===== config.mk =====
export PLATFORM = sky130hd
export DESIGN_NAME = shop_cmd_driver
export DESIGN_NICKNAME = d
export VERILOG_FILES = /design/src/rtl/shop_cmd_driver.sv
export SDC_FILE = /design/constraint.sdc
export NUM_CORES = 1
export LEC_CHECK = 0
export BUFFER_PORTS_ARGS = -buffer_cell sky130_fd_sc_hd__buf_4
export CAP_MARGIN = 40
export CORE_MARGIN = 1.5
export CORE_UTILIZATION = 45
export CTS_CLUSTER_DIAMETER = 100
export DETAILED_ROUTE_END_ITERATION = 8
export PLACE_DENSITY = 0.59
export SLEW_MARGIN = 20
export SYNTH_ARGS = -nofsm -noshare
export SYNTH_HDL_FRONTEND = slang
export SYNTH_SLANG_ARGS = --single-unit

===== constraint.sdc =====
create_clock -name i_clk -period 4.2 [get_ports i_clk]
set_input_delay 0.21 -clock i_clk [delete_from_list [all_inputs] [get_ports i_clk]]
set_output_delay 0.21 -clock i_clk [all_outputs]
set_load 0.01 [all_outputs]

===== src/rtl/shop_cmd_driver.sv =====
// shop_cmd_driver
//   Initiator side of the shop command interface. A host loads a queue of
//   right-justified ASCII tokens. After a start pulse the block waits for a
//   prompt (low char '?') on the shop response bus. It then presents the next
//   token on o_a with o_rdy held high for HOLD_CYCLES cycles. It waits for the
//   response bus to change, classifies that reply and counts error replies.
//
//   Optional feature macro: SHOP_DRV_TIMEOUT_EN
//     If defined, a reply that never arrives is abandoned after TIMEOUT_CYCLES
//     cycles and flagged on the sticky o_timeout. If undefined, the block waits
//     forever and o_timeout is tied to 0.
//
// Ports:
//   i_clk       clock, rising edge
//   i_reset_n   asynchronous active-low reset
//   i_tok_wr    token queue write strobe (dropped while o_tok_full)
//   i_tok       token to enqueue
//   o_tok_full  queue full (registered)
//   i_start     start-script pulse (honoured only when idle)
//   i_resp      shop response bus
//   o_a         token to shop
//   o_rdy       token valid to shop
//   o_busy      script running
//   o_done      one-cycle pulse at script end
//   o_err_cnt   saturating count of error replies since last start
//   o_last_err  most recent error reply
//   o_timeout   sticky reply-timeout flag
module shop_cmd_driver #(
  parameter int unsigned TOK_NUM_ASCII_CHARS  = 7,
  parameter int unsigned RESP_NUM_ASCII_CHARS = 9,
  parameter int unsigned TOK_DEPTH            = 16,
  parameter int unsigned HOLD_CYCLES          = 2,
  parameter int unsigned TIMEOUT_CYCLES       = 64,
  parameter int unsigned ERR_CNT_BITS         = 8
) (
  input  logic                              i_clk,
  input  logic                              i_reset_n,
  input  logic                              i_tok_wr,
  input  logic [TOK_NUM_ASCII_CHARS*8-1:0]  i_tok,
  output logic                              o_tok_full,
  input  logic                              i_start,
  input  logic [RESP_NUM_ASCII_CHARS*8-1:0] i_resp,
  output logic [TOK_NUM_ASCII_CHARS*8-1:0]  o_a,
  output logic                              o_rdy,
  output logic                              o_busy,
  output logic                              o_done,
  output logic [ERR_CNT_BITS-1:0]           o_err_cnt,
  output logic [RESP_NUM_ASCII_CHARS*8-1:0] o_last_err,
  output logic                              o_timeout
);

  localparam int unsigned TokW  = TOK_NUM_ASCII_CHARS * 8;
  localparam int unsigned RespW = RESP_NUM_ASCII_CHARS * 8;
  localparam int unsigned AddrW = (TOK_DEPTH > 1) ? $clog2(TOK_DEPTH) : 1;
  localparam int unsigned CntW  = $clog2(TOK_DEPTH + 1);
  localparam int unsigned HoldW = $clog2(HOLD_CYCLES + 1);

  typedef enum logic [2:0] {
    StIdle,
    StWaitPrompt,
    StDrive,
    StWaitResp,
    StDone
  } state_e;

  // Error replies, zero-padded on the left as they appear on the bus.
  function automatic logic is_err(input logic [RespW-1:0] r);
    return (r == RespW'("InvalCmd"))  || (r == RespW'("InvalPerm")) ||
           (r == RespW'("UsrUnknwn")) || (r == RespW'("UsrTaken"))  ||
           (r == RespW'("NoDelAdmn")) || (r == RespW'("ItmsFull"))  ||
           (r == RespW'("ItmExists")) || (r == RespW'("ItmUnknwn")) ||
           (r == RespW'("NtYourItm")) || (r == RespW'("NoStock"));
  endfunction

  // Token queue
  logic [TokW-1:0]  mem_q [TOK_DEPTH];
  logic [AddrW-1:0] wr_ptr_q, rd_ptr_q;
  logic [CntW-1:0]  cnt_q, cnt_d;
  logic             full_q, full_d;
  logic             push, pop, empty;

  assign push  = i_tok_wr & ~full_q;
  assign empty = (cnt_q == '0);

  always_comb begin
    cnt_d = cnt_q;
    if (push && !pop) begin
      cnt_d = cnt_q + 1'b1;
    end else if (!push && pop) begin
      cnt_d = cnt_q - 1'b1;
    end
    full_d = (cnt_d == CntW'(TOK_DEPTH));
  end

  always_ff @(posedge i_clk) begin
    if (push) begin
      mem_q[wr_ptr_q] <= i_tok;
    end
  end

  always_ff @(posedge i_clk or negedge i_reset_n) begin
    if (!i_reset_n) begin
      wr_ptr_q <= '0;
      rd_ptr_q <= '0;
      cnt_q    <= '0;
      full_q   <= 1'b0;
    end else begin
      if (push) wr_ptr_q <= wr_ptr_q + 1'b1;
      if (pop)  rd_ptr_q <= rd_ptr_q + 1'b1;
      cnt_q  <= cnt_d;
      full_q <= full_d;
    end
  end

  // Control FSM
  state_e            state_q, state_d;
  logic [TokW-1:0]   a_q, a_d;
  logic [RespW-1:0]  snap_q, snap_d;
  logic [HoldW-1:0]  hold_q, hold_d;
  logic [ERR_CNT_BITS-1:0] err_q, err_d;
  logic [RespW-1:0]  last_err_q, last_err_d;
  logic              done_q, done_d;
  logic              reply;
`ifdef SHOP_DRV_TIMEOUT_EN
  localparam int unsigned ToW = $clog2(TIMEOUT_CYCLES + 1);
  logic [ToW-1:0]    to_cnt_q, to_cnt_d;
  logic              timeout_q, timeout_d;
  logic              timed_out;
  assign timed_out = (to_cnt_q == ToW'(TIMEOUT_CYCLES - 1));
`endif

  // The shop answers by changing the bus; an identical answer is invisible.
  assign reply = (i_resp != snap_q);

  always_comb begin
    state_d    = state_q;
    a_d        = a_q;
    snap_d     = snap_q;
    hold_d     = hold_q;
    err_d      = err_q;
    last_err_d = last_err_q;
    done_d     = 1'b0;
    pop        = 1'b0;
`ifdef SHOP_DRV_TIMEOUT_EN
    to_cnt_d   = to_cnt_q;
    timeout_d  = timeout_q;
`endif
    case (state_q)
      StIdle: begin
        if (i_start) begin
          if (!empty) begin
            err_d      = '0;
            last_err_d = '0;
`ifdef SHOP_DRV_TIMEOUT_EN
            timeout_d  = 1'b0;
`endif
            state_d    = StWaitPrompt;
          end else begin
            done_d = 1'b1;
          end
        end
      end
      StWaitPrompt: begin
        if (empty) begin
          state_d = StDone;
        end else if (i_resp[7:0] == 8'h3F) begin
          pop     = 1'b1;
          a_d     = mem_q[rd_ptr_q];
          snap_d  = i_resp;
          hold_d  = '0;
          state_d = StDrive;
        end
      end
      StDrive: begin
        if (hold_q == HoldW'(HOLD_CYCLES - 1)) begin
          state_d = StWaitResp;
`ifdef SHOP_DRV_TIMEOUT_EN
          to_cnt_d = '0;
`endif
        end else begin
          hold_d = hold_q + 1'b1;
        end
      end
      StWaitResp: begin
`ifdef SHOP_DRV_TIMEOUT_EN
        to_cnt_d = to_cnt_q + 1'b1;
`endif
        if (reply) begin
          if (is_err(i_resp)) begin
            if (err_q != '1) err_d = err_q + 1'b1;
            last_err_d = i_resp;
          end
          state_d = empty ? StDone : StWaitPrompt;
        end
`ifdef SHOP_DRV_TIMEOUT_EN
        else if (timed_out) begin
          timeout_d = 1'b1;
          state_d   = empty ? StDone : StWaitPrompt;
        end
`endif
      end
      StDone: begin
        state_d = StIdle;
      end
      default: begin
        state_d = StIdle;
      end
    endcase
  end

  always_ff @(posedge i_clk or negedge i_reset_n) begin
    if (!i_reset_n) begin
      state_q    <= StIdle;
      a_q        <= '0;
      snap_q     <= '0;
      hold_q     <= '0;
      err_q      <= '0;
      last_err_q <= '0;
      done_q     <= 1'b0;
`ifdef SHOP_DRV_TIMEOUT_EN
      to_cnt_q   <= '0;
      timeout_q  <= 1'b0;
`endif
    end else begin
      state_q    <= state_d;
      a_q        <= a_d;
      snap_q     <= snap_d;
      hold_q     <= hold_d;
      err_q      <= err_d;
      last_err_q <= last_err_d;
      done_q     <= done_d;
`ifdef SHOP_DRV_TIMEOUT_EN
      to_cnt_q   <= to_cnt_d;
      timeout_q  <= timeout_d;
`endif
    end
  end

  // Outputs decode from state so an asynchronous reset clears them at once.
  assign o_tok_full = full_q;
  assign o_a        = a_q;
  assign o_rdy      = (state_q == StDrive);
  assign o_busy     = (state_q != StIdle);
  assign o_done     = (state_q == StDone) | done_q;
  assign o_err_cnt  = err_q;
  assign o_last_err = last_err_q;
`ifdef SHOP_DRV_TIMEOUT_EN
  assign o_timeout  = timeout_q;
`else
  assign o_timeout  = 1'b0;
`endif

endmodule


==> flow_results.xml, run 1 <==
<?xml version="1.0" encoding="UTF-8"?>
<metrics>
  <group name="outcome">
    <metric name="run_status" unit="">completed</metric>
  </group>
  <group name="floorplanning">
    <metric name="chipHeight" unit="um">319</metric>
    <metric name="fp-row-count" unit="">115</metric>
    <metric name="ioPinCount" unit="">273</metric>
    <metric name="die_span_x" unit="um">319</metric>
    <metric name="placeableCoreArea" unit="um^2">98600</metric>
    <metric name="die-area" unit="um^2">102000</metric>
    <metric name="initial_core_util" unit="%">45.5</metric>
  </group>
  <group name="clock_tree">
    <metric name="tritoncts.num_buffers" unit="">115</metric>
    <metric name="tritoncts_clock_tree" unit="">yes</metric>
    <metric name="cts.path.max_buffers" unit="">3</metric>
    <metric name="cts_root_buf" unit="">sky130_fd_sc_hd__clkbuf_16</metric>
    <metric name="clkLatencyLatePin" unit="ps">690</metric>
    <metric name="post_cts.repair.setup_buffers" unit="">0</metric>
    <metric name="clock-sinks" unit="">1124</metric>
    <metric name="clk_pin_slew_worst_paths" unit="ps">60</metric>
    <metric name="htree_num_levels" unit="">3</metric>
  </group>
  <group name="route">
    <metric name="detailed_router_iteration_count_before_antenna_repair" unit="">5</metric>
    <metric name="via_count" unit="">25230</metric>
    <metric name="post_drt_via_cell_ratio" unit="">5.68</metric>
    <metric name="post_detailed_routing_wire_length" unit="mm">116</metric>
    <metric name="antenna_left" unit="">0</metric>
    <metric name="route.detailed.drc" unit="">0</metric>
    <metric name="detail_route.wl_per_cell" unit="um">26.1</metric>
    <metric name="drtIter0Drc" unit="">2266</metric>
  </group>
  <group name="timing">
    <metric name="setup_violations" unit="">0</metric>
    <metric name="timing.clock.skew" unit="ps">23.9</metric>
    <metric name="unrepaired_setup_endpoints_after_global_routing" unit="">false</metric>
    <metric name="tightest_slew" unit="ps">908</metric>
    <metric name="fmax" unit="MHz">251</metric>
    <metric name="drv_slew" unit="">0</metric>
    <metric name="period_minus_slack" unit="ps">3990</metric>
    <metric name="post-route-period-util" unit="%">94.9</metric>
    <metric name="final-hold-violation-count" unit="">0</metric>
    <metric name="relative_slew_margins" unit="%">38.7</metric>
    <metric name="fin_tns_setup" unit="ps">0</metric>
    <metric name="fin_hold_ws" unit="ps">94.6</metric>
  </group>
  <group name="grt">
    <metric name="grt_antenna_before_repair" unit="">6</metric>
    <metric name="grt_pass1_vias" unit="">26143</metric>
    <metric name="grt_util_all_layers" unit="%">22.9</metric>
    <metric name="grt_overflow_total" unit="">0</metric>
    <metric name="grt_start_max_net_pins" unit="">113</metric>
    <metric name="grt_first_pass_wirelength" unit="mm">172</metric>
  </group>
  <group name="run">
    <metric name="drv.max_cap_violation_count" unit="">0</metric>
  </group>
  <group name="synthesis">
    <metric name="yosysSeqAreaShare" unit="%">72.8</metric>
    <metric name="number_of_flops_mapped_to_enable_cells_by_yosys" unit="">896</metric>
    <metric name="synthesis.nets" unit="">2781</metric>
    <metric name="postSynthCellCount" unit="">2640</metric>
    <metric name="synth_largest_type_area_fraction" unit="%">60.0</metric>
    <metric name="synth_area_leader_cell" unit="">sky130_fd_sc_hd__edfxtp_1</metric>
    <metric name="syn-cell-area" unit="um^2">44800</metric>
    <metric name="synth-seq-cells" unit="">1124</metric>
    <metric name="synth_warnings" unit="">0</metric>
    <metric name="synth.avg_cell_area" unit="um^2">17.0</metric>
    <metric name="synth_cell_types" unit="">65</metric>
    <metric name="synth.top_cells.by_area" unit="">sky130_fd_sc_hd__edfxtp_1 60%, sky130_fd_sc_hd__dfrtp_1 13%, sky130_fd_sc_hd__mux4_2 11%, sky130_fd_sc_hd__nand2_1 3.6%, sky130_fd_sc_hd__mux2i_1 2.0%</metric>
    <metric name="share_of_flip_flops_with_an_asynchronous_set_or_reset" unit="%">20.3</metric>
    <metric name="ys_dominant_reg_cell" unit="">sky130_fd_sc_hd__edfxtp_1</metric>
  </group>
  <group name="placement">
    <metric name="post_detail_place_hpwl" unit="mm">66.6</metric>
    <metric name="dp.cells" unit="">4093</metric>
    <metric name="place.gp.congestion" unit="">0.905</metric>
    <metric name="io_buffers" unit="">271</metric>
  </group>
  <group name="pwr">
    <metric name="p_int" unit="uW">21000</metric>
    <metric name="switching_part_of_the_total_power" unit="%">26.5</metric>
    <metric name="peakVddDrop" unit="mV">0.483</metric>
    <metric name="p_leak" unit="uW">0.0189</metric>
    <metric name="switching_power" unit="uW">7550</metric>
    <metric name="register_share_of_total_power" unit="%">48.7</metric>
    <metric name="part_of_the_total_power_dissipated_in_the_clock_network" unit="%">34.7</metric>
    <metric name="power.share.combinational" unit="%">16.6</metric>
    <metric name="powerDensity" unit="nW/um^2">532</metric>
  </group>
  <group name="finish">
    <metric name="fin_cells" unit="">4439</metric>
    <metric name="area_delta_synth_final" unit="%">19.5</metric>
    <metric name="layout_common_cells" unit="">896 x sky130_fd_sc_hd__edfxtp_1, 433 x sky130_fd_sc_hd__nand2_1, 301 x sky130_fd_sc_hd__buf_4</metric>
    <metric name="area.sequential" unit="um^2">32600</metric>
    <metric name="multiInputGateArea" unit="um^2">11600</metric>
    <metric name="num-fill-cells" unit="">7782</metric>
    <metric name="layout-drive-gt1-share" unit="%">23.4</metric>
    <metric name="layout_commonest_cell" unit="">sky130_fd_sc_hd__edfxtp_1</metric>
    <metric name="finish.net_count" unit="">3193</metric>
  </group>
  <group name="min_path">
    <metric name="min_path_type" unit="">in2reg</metric>
  </group>
  <group name="setup_path">
    <metric name="worst_r2r_setup_slack" unit="ps">210</metric>
    <metric name="critical_path_at" unit="ps">4560</metric>
    <metric name="worst-endpoint-required" unit="ps">4780</metric>
    <metric name="timing.critical_path.fanout_max" unit="">112</metric>
    <metric name="category_of_the_worst_setup_path_capture_point" unit="">flop</metric>
    <metric name="crit_type" unit="">reg2reg</metric>
    <metric name="timing.rr.start" unit="">state_q[2]$_DFFE_PN0P_</metric>
    <metric name="ff2ff_path_depth" unit="">9</metric>
    <metric name="worstReg2RegEnd" unit="">o_err_cnt[0]$_DFFE_PN0P_</metric>
    <metric name="worstSetupStartpoint" unit="">state_q[2]$_DFFE_PN0P_</metric>
    <metric name="worst_setup_path_start_kind" unit="">flop</metric>
    <metric name="crit_end" unit="">o_err_cnt[0]$_DFFE_PN0P_</metric>
  </group>
</metrics>
-- worst max-delay path, cell delays in order (launching register included) --
cell	delay [ps]
sky130_fd_sc_hd__dfrtp_1	430
sky130_fd_sc_hd__nand3b_1	560
sky130_fd_sc_hd__nor4_1	850
sky130_fd_sc_hd__nand4_1	170
sky130_fd_sc_hd__nor3_1	590
sky130_fd_sc_hd__a21oi_1	320
sky130_fd_sc_hd__o21ai_4	150
sky130_fd_sc_hd__buf_12	350
sky130_fd_sc_hd__nor3_4	130
sky130_fd_sc_hd__mux2_2	300
-- final cells by class --
type                       instances  share of cell area [%]
tap                             1287                    3.01
clock buffer                     152                    5.81
inverter                          13                  0.0911
multi-input combinational       1347                    21.7
clock inverter                    64                    1.04
timing repair buffer             451                    7.42
antenna                            1                 0.00467
sequential                      1124                    60.9
-- logic make-up after synthesis --
| logic type | after synthesis | share of synthesized area, % |
|---|---|---|
| xor+xnor | 83 | 1.62 |
| other cells | 1 | 0.00837 |
| buf+inv | 169 | 1.45 |
| simple gates | 711 | 7.47 |
| flops | 1124 | 72.8 |
| fa+ha+maj | 9 | 0.251 |
| compound gates | 230 | 3.46 |
| mux | 313 | 13.0 |
-- layer usage --
metal	share of wire [%]	wire, um	up-vias	GRT usage (%)
met5	0.057	66	-	0
met4	2.3	2660	10	6.55
met1	43	49500	13131	31.8
li1	-	-	11098	-
met2	49	56700	830	37.5
met3	5.9	6800	161	3.57
-- stage by stage --
step	total power, uW	setup WS, ps	instance area [um^2]	util, %
CTS	28800	287	53500	54.3
floorplan	16700	1290	44800	-
global route	29700	219	53600	54.3
finish	28500	213	53600	54.3
global placement	18600	345	48600	49.3
detailed placement	18800	294	48600	49.3
-- cell usage after synthesis (all sizes together), types with 12 or more instances --
master / count
o221ai: 46
edfxtp: 896
xor2: 73
nor2b: 17
buf: 38
nand4b: 12
and2: 19
o21ai: 104
nor3: 19
clkbuf: 118
nand3: 13
o31ai: 52
mux4: 214
mux2i: 89
inv: 13
nand2b: 14
nand2: 433
nor2: 64
nand4: 20
dfrtp: 228
nor4: 30
-- registers in the layout (all words and copies together), names as in the netlist, 3 cells and up --
register / flops
mem_q: 896
o_last_err: 72
snap_q: 72
o_a: 56
o_err_cnt: 8
cnt_q: 5
rd_ptr_q: 4
wr_ptr_q: 4
state_q: 3
-- power groups by stage --
| stage | combinational (uW) | sequential [uW] | clock [uW] |
|---|---|---|---|
| CTS | 4800 | 13900 | 10100 |
| detailed placement | 4690 | 14100 | 0 |
| floorplan | 2560 | 14100 | 0 |
| global route | 5130 | 14000 | 10600 |
| global placement | 4590 | 14000 | 0 |
| finish | 4740 | 13900 | 9900 |
-- how the worst min path moves through the flow --
stage / from / end / depth (start not counted)
after floorplan: i_reset_n / cnt_q[0]$_DFF_PN0_ / 0
after global placement: i_reset_n / o_last_err[31]$_DFFE_PN0P_ / 1
after detailed placement: i_reset_n / o_last_err[31]$_DFFE_PN0P_ / 1
after CTS: i_tok_wr / wr_ptr_q[0]$_DFFE_PN0P_ / 3
after global routing: i_tok_wr / wr_ptr_q[0]$_DFFE_PN0P_ / 3
final: i_tok_wr / wr_ptr_q[0]$_DFFE_PN0P_ / 3
-- what timing repair did --
action | CTS | global route
gates resized for setup | 0 | 0
hold buffers | 128 | 0
hold endpoints to repair | 1114 | 0
endpoints found under the setup margin | 0 | 0
No activity file was read; power rests on OpenSTA's default activity.
==> inputs of run 2 (changes only) <==
BUFFER_PORTS_ARGS = not set   (was -buffer_cell sky130_fd_sc_hd__buf_4)
DONT_BUFFER_PORTS = 1   (was not set)
PLACE_DENSITY = 0.57   (was 0.59)
==> run 2 against run 1 <==
  * The run now ends with hold timing left
  * Design area shrank 2.5%
  * Register-to-register slack gained 330 ps
  * Routed wire length grew 0.79%
  * First-iteration DRC count shrank 6.8%
  * Hold slack lost 880 ps
  * Combinational power shrank 19%
  * Non-clock buffer count shrank 224
  * Critical endpoint unchanged
  * Largest cell class unchanged
==> flow_results.xml, run 2 (same netlist as run 1, synthesis figures left out) <==
<?xml version="1.0" encoding="UTF-8"?>
<metrics>
  <group name="pwr">
    <metric name="powerDensity" unit="nW/um^2">540</metric>
    <metric name="peakVddDrop" unit="mV">0.333</metric>
    <metric name="p_leak" unit="uW">0.0177</metric>
  </group>
  <group name="grt">
    <metric name="grt_overflow_total" unit="">0</metric>
    <metric name="grt_pass1_vias" unit="">25469</metric>
    <metric name="grt_antenna_before_repair" unit="">12</metric>
    <metric name="grt_first_pass_wirelength" unit="mm">173</metric>
    <metric name="grt_start_max_net_pins" unit="">229</metric>
    <metric name="grt_util_all_layers" unit="%">23.2</metric>
  </group>
  <group name="timing">
    <metric name="setup_violations" unit="">0</metric>
    <metric name="timing.clock.skew" unit="ps">31.5</metric>
    <metric name="final-hold-violation-count" unit="">228</metric>
    <metric name="fin_tns_setup" unit="ps">0</metric>
    <metric name="tightest_slew" unit="ps">824</metric>
    <metric name="period_minus_slack" unit="ps">3650</metric>
    <metric name="post-route-period-util" unit="%">87.0</metric>
    <metric name="fmax" unit="MHz">274</metric>
    <metric name="unrepaired_setup_endpoints_after_global_routing" unit="">false</metric>
    <metric name="drv_slew" unit="">0</metric>
    <metric name="fin_hold_ws" unit="ps">-783</metric>
    <metric name="relative_slew_margins" unit="%">44.3</metric>
  </group>
  <group name="floorplanning">
    <metric name="ioPinCount" unit="">273</metric>
    <metric name="fp-row-count" unit="">115</metric>
    <metric name="chipHeight" unit="um">319</metric>
    <metric name="initial_core_util" unit="%">45.5</metric>
    <metric name="die_span_x" unit="um">319</metric>
    <metric name="placeableCoreArea" unit="um^2">98600</metric>
    <metric name="die-area" unit="um^2">102000</metric>
  </group>
  <group name="finish">
    <metric name="largest_register_ff_count" unit="">896</metric>
    <metric name="final_design_area_no_fill" unit="um^2">52200</metric>
    <metric name="layout_common_cells" unit="">896 x sky130_fd_sc_hd__edfxtp_1, 433 x sky130_fd_sc_hd__nand2_1, 224 x sky130_fd_sc_hd__dfrtp_1</metric>
    <metric name="finish.net_count" unit="">2971</metric>
    <metric name="num-fill-cells" unit="">7838</metric>
    <metric name="layout_commonest_cell" unit="">sky130_fd_sc_hd__edfxtp_1</metric>
    <metric name="registers.top_by_ff_count" unit="">mem_q</metric>
    <metric name="utilization" unit="%">53.0</metric>
    <metric name="layout-drive-gt1-share" unit="%">16.7</metric>
    <metric name="area_delta_synth_final" unit="%">16.5</metric>
    <metric name="fin_cells" unit="">4225</metric>
  </group>
  <group name="route">
    <metric name="drtIter0Drc" unit="">2112</metric>
    <metric name="via_count" unit="">24697</metric>
    <metric name="post_detailed_routing_wire_length" unit="mm">117</metric>
    <metric name="detailed_router_iteration_count_before_antenna_repair" unit="">7</metric>
    <metric name="detail_route.wl_per_cell" unit="um">27.6</metric>
    <metric name="route.detailed.drc" unit="">0</metric>
    <metric name="post_drt_via_cell_ratio" unit="">5.85</metric>
    <metric name="antenna_left" unit="">0</metric>
  </group>
  <group name="clock_tree">
    <metric name="cts_root_buf" unit="">sky130_fd_sc_hd__clkbuf_16</metric>
    <metric name="cts.path.max_buffers" unit="">3</metric>
    <metric name="clock-sinks" unit="">1124</metric>
    <metric name="htree_num_levels" unit="">3</metric>
    <metric name="clk_pin_slew_worst_paths" unit="ps">60</metric>
    <metric name="tritoncts.num_buffers" unit="">117</metric>
    <metric name="cts_resized" unit="">0</metric>
    <metric name="post_cts.repair.setup_buffers" unit="">0</metric>
    <metric name="postCtsHoldBufs" unit="">169</metric>
    <metric name="tritoncts_clock_tree" unit="">yes</metric>
    <metric name="clkLatencyLatePin" unit="ps">700</metric>
  </group>
  <group name="setup_path">
    <metric name="worst_r2r_setup_slack" unit="ps">550</metric>
    <metric name="category_of_the_worst_setup_path_capture_point" unit="">flop</metric>
    <metric name="worst_setup_path_start_kind" unit="">flop</metric>
    <metric name="crit_end" unit="">o_err_cnt[0]$_DFFE_PN0P_</metric>
    <metric name="crit_type" unit="">reg2reg</metric>
    <metric name="worstReg2RegEnd" unit="">o_err_cnt[0]$_DFFE_PN0P_</metric>
    <metric name="worstSetupStartpoint" unit="">state_q[2]$_DFFE_PN0P_</metric>
    <metric name="timing.critical_path.fanout_max" unit="">112</metric>
    <metric name="critical_path_at" unit="ps">4200</metric>
    <metric name="ff2ff_path_depth" unit="">10</metric>
    <metric name="timing.rr.start" unit="">state_q[2]$_DFFE_PN0P_</metric>
    <metric name="worst-endpoint-required" unit="ps">4750</metric>
  </group>
  <group name="placement">
    <metric name="place.gp.congestion" unit="">0.849</metric>
    <metric name="dp.cells" unit="">3828</metric>
    <metric name="io_buffers" unit="">0</metric>
    <metric name="dpl_cell_area" unit="um^2">46600</metric>
    <metric name="post_detail_place_hpwl" unit="mm">64.5</metric>
  </group>
  <group name="min_path">
    <metric name="min_path_type" unit="">in2async</metric>
  </group>
  <group name="outcome">
    <metric name="run_status" unit="">complete, but fails checks</metric>
    <metric name="violations" unit="">hold timing</metric>
  </group>
  <group name="run">
    <metric name="drv.max_cap_violation_count" unit="">0</metric>
  </group>
</metrics>
==> run 2: worst min-delay path by stage <==
stage	to	slack, ps	depth (start not counted)
floorplan	cnt_q[0]$_DFF_PN0_	-90	0
global placement	o_last_err[58]$_DFFE_PN0P_	-80	0
detailed placement	o_last_err[57]$_DFFE_PN0P_	-80	0
CTS	o_last_err[58]$_DFFE_PN0P_	-830	0
global route	o_last_err[58]$_DFFE_PN0P_	-830	0
finish	o_last_err[58]$_DFFE_PN0P_	-780	0
==> run 2: report_power, final <==
group	internal (uW)	total (uW)	switching, uW	leakage [uW]
Combinational	1440	3830	2390	0.00460
Clock	6030	10300	4270	0.00191
Sequential	13400	14100	689	0.0112
==> run 2: stage by stage <==
stage	hold slack [ps]	setup slack, ps	power [uW]
after global routing	-830	484	29300
after detailed placement	-80.5	552	17900
after CTS	-830	535	28500
after floorplan	-85.6	1290	16700
after global placement	-80.4	600	17800
final	-783	547	28200
==> run 2: critical path: stages (launching register included) <==
cell and delay [ps]:
sky130_fd_sc_hd__dfrtp_1 430, sky130_fd_sc_hd__nand3b_1 180, sky130_fd_sc_hd__buf_4 200, sky130_fd_sc_hd__nor4_1 730
sky130_fd_sc_hd__nand4_1 170, sky130_fd_sc_hd__nor3_1 570, sky130_fd_sc_hd__a21oi_1 310, sky130_fd_sc_hd__o21ai_4 160
sky130_fd_sc_hd__buf_12 340, sky130_fd_sc_hd__nor3_4 140, sky130_fd_sc_hd__mux2_2 290
==> run 2: metal layers <==
layer  track usage, %  share of wire [%]
met1             31.9                 42
met2             37.4                 48
met3             5.45                7.3
met4             5.88                2.3
met5                0              0.079
==> run 2: area by class of cell <==
| type | count | area (um^2) | area share [%] |
|---|---|---|---|
| flip-flops and latches | 1124 | 32600 | 62.5 |
| multi-input cells | 1347 | 11600 | 22.3 |
| clock buffers | 161 | 3290 | 6.29 |
| repair buffers | 227 | 2400 | 4.60 |
| well taps | 1287 | 1610 | 3.08 |
| clock inverters | 61 | 606 | 1.16 |
| inverters | 13 | 48.8 | 0.0934 |
| diodes | 5 | 12.5 | 0.0240 |
